**src/rtl/fetch_sequencer_pkg.sv**
```systemverilog
// Shared types and defaults for the fetch sequencer.
// Sequencer states, address/offset widths and the reset PC.
package fetch_sequencer_pkg;

    typedef enum logic [1:0] {
        REQ    = 2'b00,
        VALID  = 2'b01,
        HALTED = 2'b10
    } seqState_t;

    localparam int ADDR_W_DEF   = 16;
    localparam int OFFSET_W_DEF = 12;
    localparam int INSTR_W      = 16;

    localparam logic [ADDR_W_DEF-1:0] RESET_PC_DEF = '0;

endpackage

```
**src/rtl/fetch_sequencer_if.sv**
```systemverilog
// Instruction-memory req/ack bus between the fetch sequencer and memory.
// The master issues requests; the slave returns data with the ack.
interface fetch_sequencer_if
    import fetch_sequencer_pkg::*;
#(
    parameter int ADDR_W = ADDR_W_DEF
);

    logic               ImemReq;
    logic [ADDR_W-1:0]  ImemAddr;
    logic               ImemAck;
    logic [INSTR_W-1:0] ImemData;

    modport master (
        output ImemReq,
        output ImemAddr,
        input  ImemAck,
        input  ImemData
    );

    modport slave (
        input  ImemReq,
        input  ImemAddr,
        output ImemAck,
        output ImemData
    );

endinterface

```
**src/rtl/fetch_sequencer_next_pc_sel.sv**
```systemverilog
// Next-PC priority mux: absolute jump, then signed branch, then increment.
// All arithmetic wraps modulo 2^ADDR_W.
module fetch_sequencer_next_pc_sel
    import fetch_sequencer_pkg::*;
#(
    parameter int ADDR_W   = ADDR_W_DEF,
    parameter int OFFSET_W = OFFSET_W_DEF
) (
    input  logic [ADDR_W-1:0]   InstrPC,
    input  logic                Jump,
    input  logic [ADDR_W-1:0]   JumpTarget,
    input  logic                DoBranch,
    input  logic [OFFSET_W-1:0] BranchOffset,
    output logic [ADDR_W-1:0]   NextPc
);

    logic [ADDR_W-1:0] offsetExt;

    assign offsetExt = ADDR_W'($signed(BranchOffset));

    always_comb begin
        NextPc = InstrPC + ADDR_W'(1);
        if (Jump) begin
            NextPc = JumpTarget;
        end else if (DoBranch) begin
            NextPc = InstrPC + offsetExt;
        end
    end

endmodule

```
**src/rtl/fetch_sequencer.sv**
```systemverilog
// PC and instruction-fetch stage: fetches over a req/ack bus, holds the
// instruction until retired, then redirects the PC or halts.
module fetch_sequencer
    import fetch_sequencer_pkg::*;
#(
    parameter int                ADDR_W   = ADDR_W_DEF,
    parameter int                OFFSET_W = OFFSET_W_DEF,
    parameter logic [ADDR_W-1:0] RESET_PC = ADDR_W'(RESET_PC_DEF)
) (
    input  logic                Clk,
    input  logic                Reset_n,
    fetch_sequencer_if.master   imem,
    output logic                InstrValid,
    output logic [INSTR_W-1:0]  Instr,
    output logic [ADDR_W-1:0]   InstrPC,
    input  logic                Advance,
    input  logic                DoBranch,
    input  logic [OFFSET_W-1:0] BranchOffset,
    input  logic                Jump,
    input  logic [ADDR_W-1:0]   JumpTarget,
    input  logic                Halt,
    output logic                Halted,
    output logic [15:0]         RetireCount
);

    seqState_t          state;
    seqState_t          stateNext;
    logic [ADDR_W-1:0]  pc;
    logic [ADDR_W-1:0]  pcNext;
    logic [ADDR_W-1:0]  selPc;
    logic [ADDR_W-1:0]  instrPc;
    logic [ADDR_W-1:0]  instrPcNext;
    logic [INSTR_W-1:0] instr;
    logic [INSTR_W-1:0] instrNext;
    logic [15:0]        retireCnt;
    logic [15:0]        retireCntNext;

    fetch_sequencer_next_pc_sel #(
        .ADDR_W   (ADDR_W),
        .OFFSET_W (OFFSET_W)
    ) uNextPc (
        .InstrPC      (instrPc),
        .Jump         (Jump),
        .JumpTarget   (JumpTarget),
        .DoBranch     (DoBranch),
        .BranchOffset (BranchOffset),
        .NextPc       (selPc)
    );

    always_ff @(posedge Clk or negedge Reset_n) begin
        if (!Reset_n) begin
            state     <= REQ;
            pc        <= RESET_PC;
            instr     <= '0;
            instrPc   <= '0;
            retireCnt <= '0;
        end else begin
            state     <= stateNext;
            pc        <= pcNext;
            instr     <= instrNext;
            instrPc   <= instrPcNext;
            retireCnt <= retireCntNext;
        end
    end

    always_comb begin
        stateNext     = state;
        pcNext        = pc;
        instrNext     = instr;
        instrPcNext   = instrPc;
        retireCntNext = retireCnt;
        unique case (state)
            REQ: begin
                if (imem.ImemAck) begin
                    instrNext   = imem.ImemData;
                    instrPcNext = pc;
                    stateNext   = VALID;
                end
            end
            VALID: begin
                if (Advance) begin
                    retireCntNext = retireCnt + 16'd1;
                    // A halting retire keeps the PC where it was.
                    if (Halt) begin
                        stateNext = HALTED;
                    end else begin
                        pcNext    = selPc;
                        stateNext = REQ;
                    end
                end
            end
            HALTED: begin
                stateNext = HALTED;
            end
            default: begin
                stateNext = REQ;
            end
        endcase
    end

    // Gated by reset so the request drops as soon as reset asserts.
    assign imem.ImemReq  = (state == REQ) && Reset_n;
    assign imem.ImemAddr = pc;

    assign InstrValid  = (state == VALID);
    assign Halted      = (state == HALTED);
    assign Instr       = instr;
    assign InstrPC     = instrPc;
    assign RetireCount = retireCnt;

endmodule

```
**src/flat_wrapper.sv**
```systemverilog
// flat-port wrapper written by rule: the top's interface ports become plain ports
module fetch_sequencer_flat import fetch_sequencer_pkg::*;
#(
    parameter int                ADDR_W   = ADDR_W_DEF,
    parameter int                OFFSET_W = OFFSET_W_DEF,
    parameter logic [ADDR_W-1:0] RESET_PC = ADDR_W'(RESET_PC_DEF)
)
  (Clk, Reset_n, InstrValid, Instr, InstrPC, Advance, DoBranch, BranchOffset, Jump, JumpTarget, Halt, Halted, RetireCount, imem_ImemReq, imem_ImemAddr, imem_ImemAck, imem_ImemData);
  fetch_sequencer_if #(.ADDR_W(ADDR_W)) imem_i ();
  input  logic Clk;
  input  logic Reset_n;
  output logic InstrValid;
  output logic [INSTR_W-1:0] Instr;
  output logic [ADDR_W-1:0] InstrPC;
  input  logic Advance;
  input  logic DoBranch;
  input  logic [OFFSET_W-1:0] BranchOffset;
  input  logic Jump;
  input  logic [ADDR_W-1:0] JumpTarget;
  input  logic Halt;
  output logic Halted;
  output logic [15:0] RetireCount;
  output wire logic [$bits(imem_i.ImemReq)-1:0] imem_ImemReq;
  output wire logic [$bits(imem_i.ImemAddr)-1:0] imem_ImemAddr;
  input wire logic [$bits(imem_i.ImemAck)-1:0] imem_ImemAck;
  input wire logic [$bits(imem_i.ImemData)-1:0] imem_ImemData;
  assign imem_ImemReq = imem_i.ImemReq;
  assign imem_ImemAddr = imem_i.ImemAddr;
  assign imem_i.ImemAck = imem_ImemAck;
  assign imem_i.ImemData = imem_ImemData;
  fetch_sequencer #(.ADDR_W(ADDR_W), .OFFSET_W(OFFSET_W), .RESET_PC(RESET_PC)) u_core (.Clk(Clk), .Reset_n(Reset_n), .imem(imem_i), .InstrValid(InstrValid), .Instr(Instr), .InstrPC(InstrPC), .Advance(Advance), .DoBranch(DoBranch), .BranchOffset(BranchOffset), .Jump(Jump), .JumpTarget(JumpTarget), .Halt(Halt), .Halted(Halted), .RetireCount(RetireCount));
endmodule
```
**config.mk**
```make
export PLATFORM = sky130hd
export DESIGN_NAME = fetch_sequencer_flat
export DESIGN_NICKNAME = d
export VERILOG_FILES = /design/src/rtl/fetch_sequencer_pkg.sv /design/src/rtl/fetch_sequencer_if.sv /design/src/rtl/fetch_sequencer_next_pc_sel.sv /design/src/rtl/fetch_sequencer.sv /design/src/flat_wrapper.sv
export SDC_FILE = /design/constraint.sdc
export NUM_CORES = 1
export LEC_CHECK = 0
export BUFFER_PORTS_ARGS = -buffer_cell sky130_fd_sc_hd__buf_4
export CAP_MARGIN = 20
export CORE_ASPECT_RATIO = 1.25
export CORE_MARGIN = 4
export CORE_UTILIZATION = 46
export CTS_CLUSTER_SIZE = 24
export DETAILED_ROUTE_END_ITERATION = 6
export PLACE_DENSITY = 0.76
export RECOVER_POWER = 25
export SLEW_MARGIN = 20
export SYNTH_ARGS = -nofsm -noshare
export SYNTH_HDL_FRONTEND = slang
export SYNTH_HIERARCHICAL = 1
export SYNTH_SLANG_ARGS = --single-unit
```
**constraint.sdc**
```tcl
create_clock -name Clk -period 2.7 [get_ports Clk]
set_input_delay 0.135 -clock Clk [delete_from_list [all_inputs] [get_ports Clk]]
set_output_delay 0.135 -clock Clk [all_outputs]
set_load 0.01 [all_outputs]
```
# ---- Word-level counts from Yosys, hierarchy flattened
# Index checks and enable logic that the tools add are counted.
dict set report op_classes {
  magnitude_cmp 0
  reduce_logical 6
  div_mod_pow 0
  n_bitwise 1
  multipliers 0
  shifts 0
  add_sub_neg 3
  eq_ne 4
  mux 6
}
# operator n
set ops {}
lappend ops {{$add 16x1->16 const B} 2}
lappend ops {{$mux 16} 2}
lappend ops {{$add 16x16->16} 1}
lappend ops {{$mux 2} 3}
lappend ops {{$pmux 2 s3} 1}
lappend ops {{$reduce_and 2->1} 3}
lappend ops {{$reduce_and 3->1} 1}
lappend ops {{$eq 2x1->1 const B} 1}
lappend ops {{$eq 2x2->1 const B} 1}
lappend ops {{$logic_not 2->1} 1}
lappend ops {{$ne 2x1->1 const B} 1}
lappend ops {{$ne 2x2->1 const B} 1}
lappend ops {{$logic_and 1x1->1} 1}
lappend ops {{$not 1->1} 1}
dict set report word_totals {
  ram_bits 0
  regBits 66
  latchBits 0
  memories 0
  wordCells 25
  out_inout_bits 67
  mem_bits_ro 0
  inputBits 51
}

# ---- Logic depth before layout (Yosys ltp)
# Gate-level depths: netlist of run 1.
dict set report logic_depth {
  ltp_word 3
  mapped_depth 10
}

# ---- Modules after synthesis
# The synthesis of run 1 kept the hierarchy.
# mod cells_per_inst area_each_um2 instances
set by_module_without_submodules {}
lappend by_module_without_submodules {fetch_sequencer 171 2632.5 1}
lappend by_module_without_submodules {fetch_sequencer_next_pc_sel 146 992.2 1}

# ---- Worst setup path after synthesis of run 1
# Ideal clock, no wire load.
dict set report synth_timing {
  path_type {register to register}
  startpoint {reg u_core.instrPc[0], in the netlist u_core/InstrPC[0]}
  endpoint {reg u_core.pc[12], in the netlist u_core/imem.ImemAddr[12]}
  slack_ps 119
  required_ps 2573
  path_stages_with_launch 10
  setup_ps 127
  t_arrival_ps 2453
  period_less_slack_ps 2581
  path_cell_list {dfrtp_1 -> ha_1 -> fa_1 -> a21o_1 -> a221oi_2 -> o31ai_2 -> a31oi_2 -> xnor2_1 -> mux2_2 -> mux2_1}
}
dict set report synth_via {
  elab_chain_cells 3
}
# element line_no
set synth_rtl {}
lappend synth_rtl {{start: declaration} fetch_sequencer.sv:31} ;# logic [ADDR_W-1:0] instrPc;
lappend synth_rtl {{start signal: assignment} fetch_sequencer.sv:61} ;# instrPc <= instrPcNext;
lappend synth_rtl {{$add 16x1->16 or $add 16x16->16 (tied branches)} {fetch_sequencer_next_pc_sel.sv:22, fetch_sequencer_next_pc_sel.sv:26}}
lappend synth_rtl {{$mux 16 (*)} fetch_sequencer_next_pc_sel.sv:25} ;# end else if (DoBranch) begin
lappend synth_rtl {{$mux 16 (*)} fetch_sequencer_next_pc_sel.sv:23} ;# if (Jump) begin
lappend synth_rtl {{named net u_core.selPc[12]} fetch_sequencer.sv:30} ;# logic [ADDR_W-1:0] selPc;
lappend synth_rtl {{end signal: assignment} fetch_sequencer.sv:59} ;# pc <= pcNext;
lappend synth_rtl {{end: declaration} fetch_sequencer.sv:28} ;# logic [ADDR_W-1:0] pc;
# The timed path passes the listed nets; every way through them passes the cells marked *.
# A chain may end at the register's enable or synchronous reset.

# ---- Final worst setup path of run 1
# Ends and elaborated chain as after synthesis.

==> impl_metrics.yaml, run 1 <==
sta:
  worst_pin_slew_ns: 0.562
  final.setup.tns_ns: 0
  timing.fmax_mhz: 389
  slew_headroom_pct: 62.5
  timing.final.crit_share_pct: 95.3
  setup-violations-final: 0
  clock-skew-final_ns: 0.0105
  fin_crit_ns: 2.57
  final-hold-violation-count: 0
  slew_violations: 0
  rsz0062_at_grt: "false"
  holdWs_ns: 0.0239
worst_setup_path:
  critPathMaxFanout: 3
  max_stage_delay_ns: 0.40
  critPathRequiredTime_ns: 2.92
  crit_chain: "ha_1, fa_2, a21o_1, a221oi_4, o31ai_2, a31oi_2, xnor2_1, mux2_2, mux2_1"
  r2r_slack_ns: 0.13
  end_kind: "flop"
  cp.arrival_ns: 2.79
  crit_type: "flop to flop"
  critPathLaunch: "u_core/InstrPC[0]"
  crit_path_top_delay_cell: "dfrtp_1"
  worstReg2RegStart: "u_core/InstrPC[0]"
  critPathLaunchType: "flop"
cts:
  cts_tree: "done"
  cts_root_buffer: "clkbuf_8"
  cts_inserted_buffers: 9
  postCtsSetupBuffers: 0
  clk_latency_ns: 0.34
  cts.clk_slew.worst_paths_ns: 0.08
  ctsHtreeMaxLevel: 3
  cts_sinks: 66
  clk_path_buf_depth: 2
route:
  drc_errors: 0
  vias: 2840
  dr.pass1.iters: 4
  drtIter0Drc: 148
  wl_per_cell_um: 16.1
  totalWireLength_mm: 8.60
  viasPerCell: 5.32
  antenna_left: 0
outcome:
  status: "complete, no violations"
floorplanning:
  std_cell_rows: 35
  dieHeight_um: 107
  ios: 118
  die_area_mm2: 0.00937
  die_w_um: 87.4
  start_util_pct: 48.1
  core_area_mm2: 0.00753
logic_synthesis:
  synth_seq_cells: 66
  netlist-cell-type-count: 53
  synth.net_count: 381
  synthCells: 317
  async_reset_ff_share_pct: 100
  postSynthAreaPerCell_um2: 11.4
  syn_area_mm2: 0.00362
  yosysSeqAreaShare_pct: 45.6
  yosys_warnings: 6
  synth-edff-count: 0
  synth_top_flop_cell: "dfrtp_1"
cells_and_area:
  layout-drive-gt1-share_pct: 39.4
  fillers: 642
  syn_to_final_growth_pct: 31.3
  fin_nets: 501
  num_antenna_cells: 0
grt:
  grt_first_pass_wirelength_mm: 14.0
  grt_max_degree: 35
  antenna_found_initial: 0
  overflow: 0
  track_usage_pct: 18.8
  grt_pass1_vias: 2939
placed_design:
  port_buffers: 117
  routabilityCongestion: 0.883
  dp_hpwl_mm: 6.37
run:
  maxCapViolCount: 0
power:
  ir_worst_vdd_v: 0.000493
  p_per_area_mw_per_mm2: 1030
  p_leak_nw: 2.24
  power_mw: 4.92
worst_hold_path:
  min_path_type: "input port to flop"
  min-delay-start: "imem_ImemData[8]"
-- per-layer routing --
metal  vias up  GRT usage, %  share of wire [%]
met2        98          31.1                 51
met1      1370          23.8                 41
met5         -             0                  0
li1       1366             -                  -
met3         6          4.15                7.4
met4         0          6.58               0.63
-- critical path: cells and delay by family (launching register included) --
kind,cells,cell delay (ns)
flops,1,0.40
mux,2,0.54
compound gates,4,0.83
xor+xnor,1,0.08
fa+ha+maj,2,0.60
-- flip-flops by register name (all words and copies together) (netlist names) --
register              flops
u_core/RetireCount       16
u_core/imem.ImemAddr     16
u_core/InstrPC           16
u_core/Instr             16
u_core/state              2
-- area by class of cell --
cell class	count	area (um^2)	share of cell area, %
tap	92	115	2.42
multi-input combinational	236	1900	39.9
inverter	2	7.51	0.158
sequential	66	1650	34.7
timing repair buffer	122	858	18.0
clock inverter	6	88.8	1.87
clock buffer	10	138	2.89
-- metrics by stage --
step / cell area [um^2] / utilization, % / worst slack [ns] / cells
after floorplan: 3620 / - / 0.119 / 317
after global placement: 4580 / 60.8 / 0.0787 / 517
after detailed placement: 4580 / 60.8 / 0.0426 / 517
after CTS: 4820 / 64.0 / 0.00596 / 534
after global routing: 4760 / 63.2 / 0.00139 / 534
final: 4760 / 63.2 / 0.127 / 534
-- power by group --
group	internal [mW]	switching (mW)
clock network	0.546	0.396
registers	1.40	0.387
logic	1.17	1.02
total	3.11	1.81
-- cells in the mapped netlist (5+ instances only) --
cell type,n,area (um^2)
o21ai_1,5,25.0
and2_1,12,75.1
nand2_1,26,97.6
xor2_1,8,70.1
mux2_2,41,462
mux2_1,12,135
clkbuf_1,7,26.3
xnor2_1,20,175
nor2_1,9,33.8
dfrtp_1,66,1650
nand3_1,8,40.0
a21oi_1,13,65.1
and3_1,7,43.8
nand4_1,6,37.5
o21ai_0,8,40.0
ha_1,12,150
-- final timing paths --
kind / to / depth (start not counted)
min in group asynchronous: u_core/imem.ImemAddr[7] / 2
worst max register to register: u_core/imem.ImemAddr[12] / 9
worst min register to register: u_core/RetireCount[15] / 1
worst min-delay path: u_core/Instr[8] / 2
worst max-delay path: u_core/imem.ImemAddr[12] / 9
max in group asynchronous: u_core/imem.ImemAddr[15] / 3
-- cells in the final DEF (no fill, tap or decap), types with 12 or more instances in the layout --
master / count
buf_4: 105
dfrtp_1: 66
mux2_2: 41
nand2_1: 26
xnor2_1: 20
clkbuf_1: 16
a21oi_1: 13
mux2_1: 12
and2_1: 12
ha_1: 12
-- logic make-up (layout without fill, tap and decap cells) --
| logic type | count (synthesis) | in the layout | synth area share, % |
|---|---|---|---|
| muxes | 55 | 55 | 17.0 |
| DFF | 66 | 66 | 45.6 |
| buffers and inverters | 15 | 140 | 2.07 |
| AOI/OAI and AO/OA | 46 | 46 | 8.63 |
| xor gates and xnor gates | 28 | 28 | 6.77 |
| and+or+nand+nor | 93 | 93 | 15.0 |
| adders and majority gates | 14 | 14 | 4.97 |
-- repair_timing --
action / 4_1_cts / 5_1_grt
endpoints found under the hold margin: 32 / 0
resized for setup: 0 / 2
hold buffers: 1 / 0
endpoints found under the setup margin: 0 / 2
Power figures use the tool's default switching activity.
==> run 2, diff against run 1 <==
- CORE_ASPECT_RATIO: 1.25 -> 0.9
- CORE_UTILIZATION: 46 -> 49
- PLACE_DENSITY: 0.76 -> 0.78
- SLEW_MARGIN: 20 -> default
- clock period: 2.7 -> 2.51 ns (I/O delays scaled with it)
==> run 2 against run 1 <==
Compared with the run above: final area increased by 2.1%; final cell count increased by 2.2%; sequential power increased by 7%; non-clock buffer count increased by 11; largest cell class unchanged; highest routed layer unchanged.
==> impl_metrics.yaml, run 2 (synthesis results as in run 1) <==
worst_setup_path:
  critPathLaunchType: "flop"
  r2r_slack_ns: 0.02
  critPathRequiredTime_ns: 2.73
  worstReg2RegStart: "u_core/InstrPC[0]"
  end_kind: "flop"
  critPathMaxFanout: 2
  crit_type: "flop to flop"
  reg2reg_depth: 9
  r2r_end: "u_core/imem.ImemAddr[12]"
  cp.arrival_ns: 2.71
outcome:
  status: "complete, no violations"
sta:
  fin_crit_ns: 2.49
  timing.final.crit_share_pct: 99.1
  clock-skew-final_ns: 0.00839
  worst_pin_slew_ns: 0.559
  rsz0062_at_grt: "true"
  setup-violations-final: 0
  slew_headroom_pct: 62.6
  final-hold-violation-count: 0
  slew_violations: 0
  timing.fmax_mhz: 402
  fin_ws_ns: 0.0231
cts:
  cts.clk_slew.worst_paths_ns: 0.07
  cts_sinks: 66
  ctsHtreeMaxLevel: 3
  clk_latency_ns: 0.34
  cts_inserted_buffers: 9
  cts_tree: "done"
  clk_path_buf_depth: 2
  cts_root_buffer: "clkbuf_8"
floorplanning:
  std_cell_rows: 29
  ios: 118
  die_w_um: 98.7
  die_area_mm2: 0.00884
  start_util_pct: 51.0
  dieHeight_um: 89.6
  core_area_mm2: 0.00711
route:
  wirelength_met1_mm: 3.68
  drc_errors: 0
  drtIter0Drc: 91
  dr.pass1.iters: 4
  viasPerCell: 5.31
  dr_wl_met3_um: 684
  met2WireLength_mm: 4.04
  totalWireLength_mm: 8.48
  vias: 2898
  antenna_left: 0
  top_layer: "met4"
  wl_per_cell_um: 15.5
cells_and_area:
  post-route-util_pct: 68.3
  syn_to_final_growth_pct: 34.1
  area.sequential_mm2: 0.00165
  fillers: 582
  layout-drive-gt1-share_pct: 39.7
  stdcell_area_mm2: 0.00486
  num_antenna_cells: 0
  mostFrequentLayoutCells: "buf_4, dfrtp_1, mux2_2"
  final_common_cell: "buf_4"
  multi_input_area_mm2: 0.00195
  fin_nets: 512
worst_hold_path:
  hold_depth: 2
  min-delay-start: "imem_ImemData[12]"
  min_path_type: "input port to flop"
  holdPathEnd: "u_core/Instr[12]"
placed_design:
  placed_area_mm2: 0.00462
  port_buffers: 117
  routabilityCongestion: 0.778
  dp_hpwl_mm: 6.33
  place_worst_setup_slack_ns: -0.00558
power:
  combPwrFrac_pct: 46.4
  p_leak_nw: 2.29
  ir_worst_vdd_v: 0.000541
  p_per_area_mw_per_mm2: 1090
  power_switching_mw: 1.94
  intPower_mw: 3.34
  seqPwrFrac_pct: 36.4
  p_sw_share_pct: 36.8
  p_clk_share_pct: 17.3
grt:
  grt_pass1_vias: 2824
  grt_first_pass_wirelength_mm: 13.6
  antenna_found_initial: 0
  track_usage_pct: 19.5
  grt_max_degree: 40
  overflow: 0
run:
  maxCapViolCount: 0
## run 2: cell type report
cell class | count | area share (%)
Clock buffer | 12 | 3.19
Sequential cell | 66 | 34.0
Timing Repair Buffer | 133 | 19.2
Clock inverter | 4 | 1.03
Tap cell | 93 | 2.39
Multi-Input combinational cell | 236 | 40.1
Inverter | 2 | 0.154
## run 2: what timing repair did
action,CTS,global route
pin swaps,3,9
endpoints found under the hold margin,27,4
hold buffers,1,4
buffers inserted,0,2
gates resized for setup,0,7
endpoints found under the setup margin,1,5
gates cloned,0,0
## run 2: critical path, stage by stage (launching register included)
cell,delay (ns)
dfrtp_1,0.41
ha_4,0.18
fa_2,0.36
a21o_1,0.21
a221oi_4,0.32
o31ai_4,0.09
a31oi_2,0.18
xnor2_1,0.10
mux2_4,0.27
mux2_4,0.25
## run 2: power groups by stage
stage / logic (mW) / clock network [mW] / registers (mW)
floorplan: 1.31 / 0 / 2.03
global placement: 2.46 / 0 / 1.91
detailed placement: 2.52 / 0 / 1.94
CTS: 2.53 / 0.942 / 1.93
global route: 2.70 / 0.993 / 1.99
finish: 2.45 / 0.912 / 1.92
## run 2: layer usage
| metal | GRT usage [%] | up-vias |
|---|---|---|
| met1 | 25.4 | 1410 |
| met4 | 4.84 | 0 |
| met3 | 7.57 | 7 |
| met5 | 0 | - |
| li1 | - | 1389 |
| met2 | 31.1 | 92 |
## run 2: through the flow
stage | std cells | hold WS [ns] | TNS, ns | total power, mW
after global placement | 523 | 0.0660 | 0 | 4.38
after floorplan | 317 | -0.170 | 0 | 3.33
after CTS | 540 | 0.00129 | 0 | 5.40
final | 546 | 0.0172 | 0 | 5.28
after detailed placement | 523 | 0.0677 | -0.00558 | 4.46
after global routing | 546 | 0.000962 | -0.0963 | 5.69
## run 2: worst max path at each step
stage                      startpoint                       end  depth (start not counted)
floorplan           u_core/InstrPC[0]  u_core/imem.ImemAddr[12]                          9
global placement    u_core/InstrPC[0]  u_core/imem.ImemAddr[12]                          9
detailed placement  u_core/InstrPC[0]  u_core/imem.ImemAddr[12]                          9
CTS                 u_core/InstrPC[0]  u_core/imem.ImemAddr[14]                         10
global route        u_core/InstrPC[0]  u_core/imem.ImemAddr[12]                          9
finish              u_core/InstrPC[0]  u_core/imem.ImemAddr[12]                          9
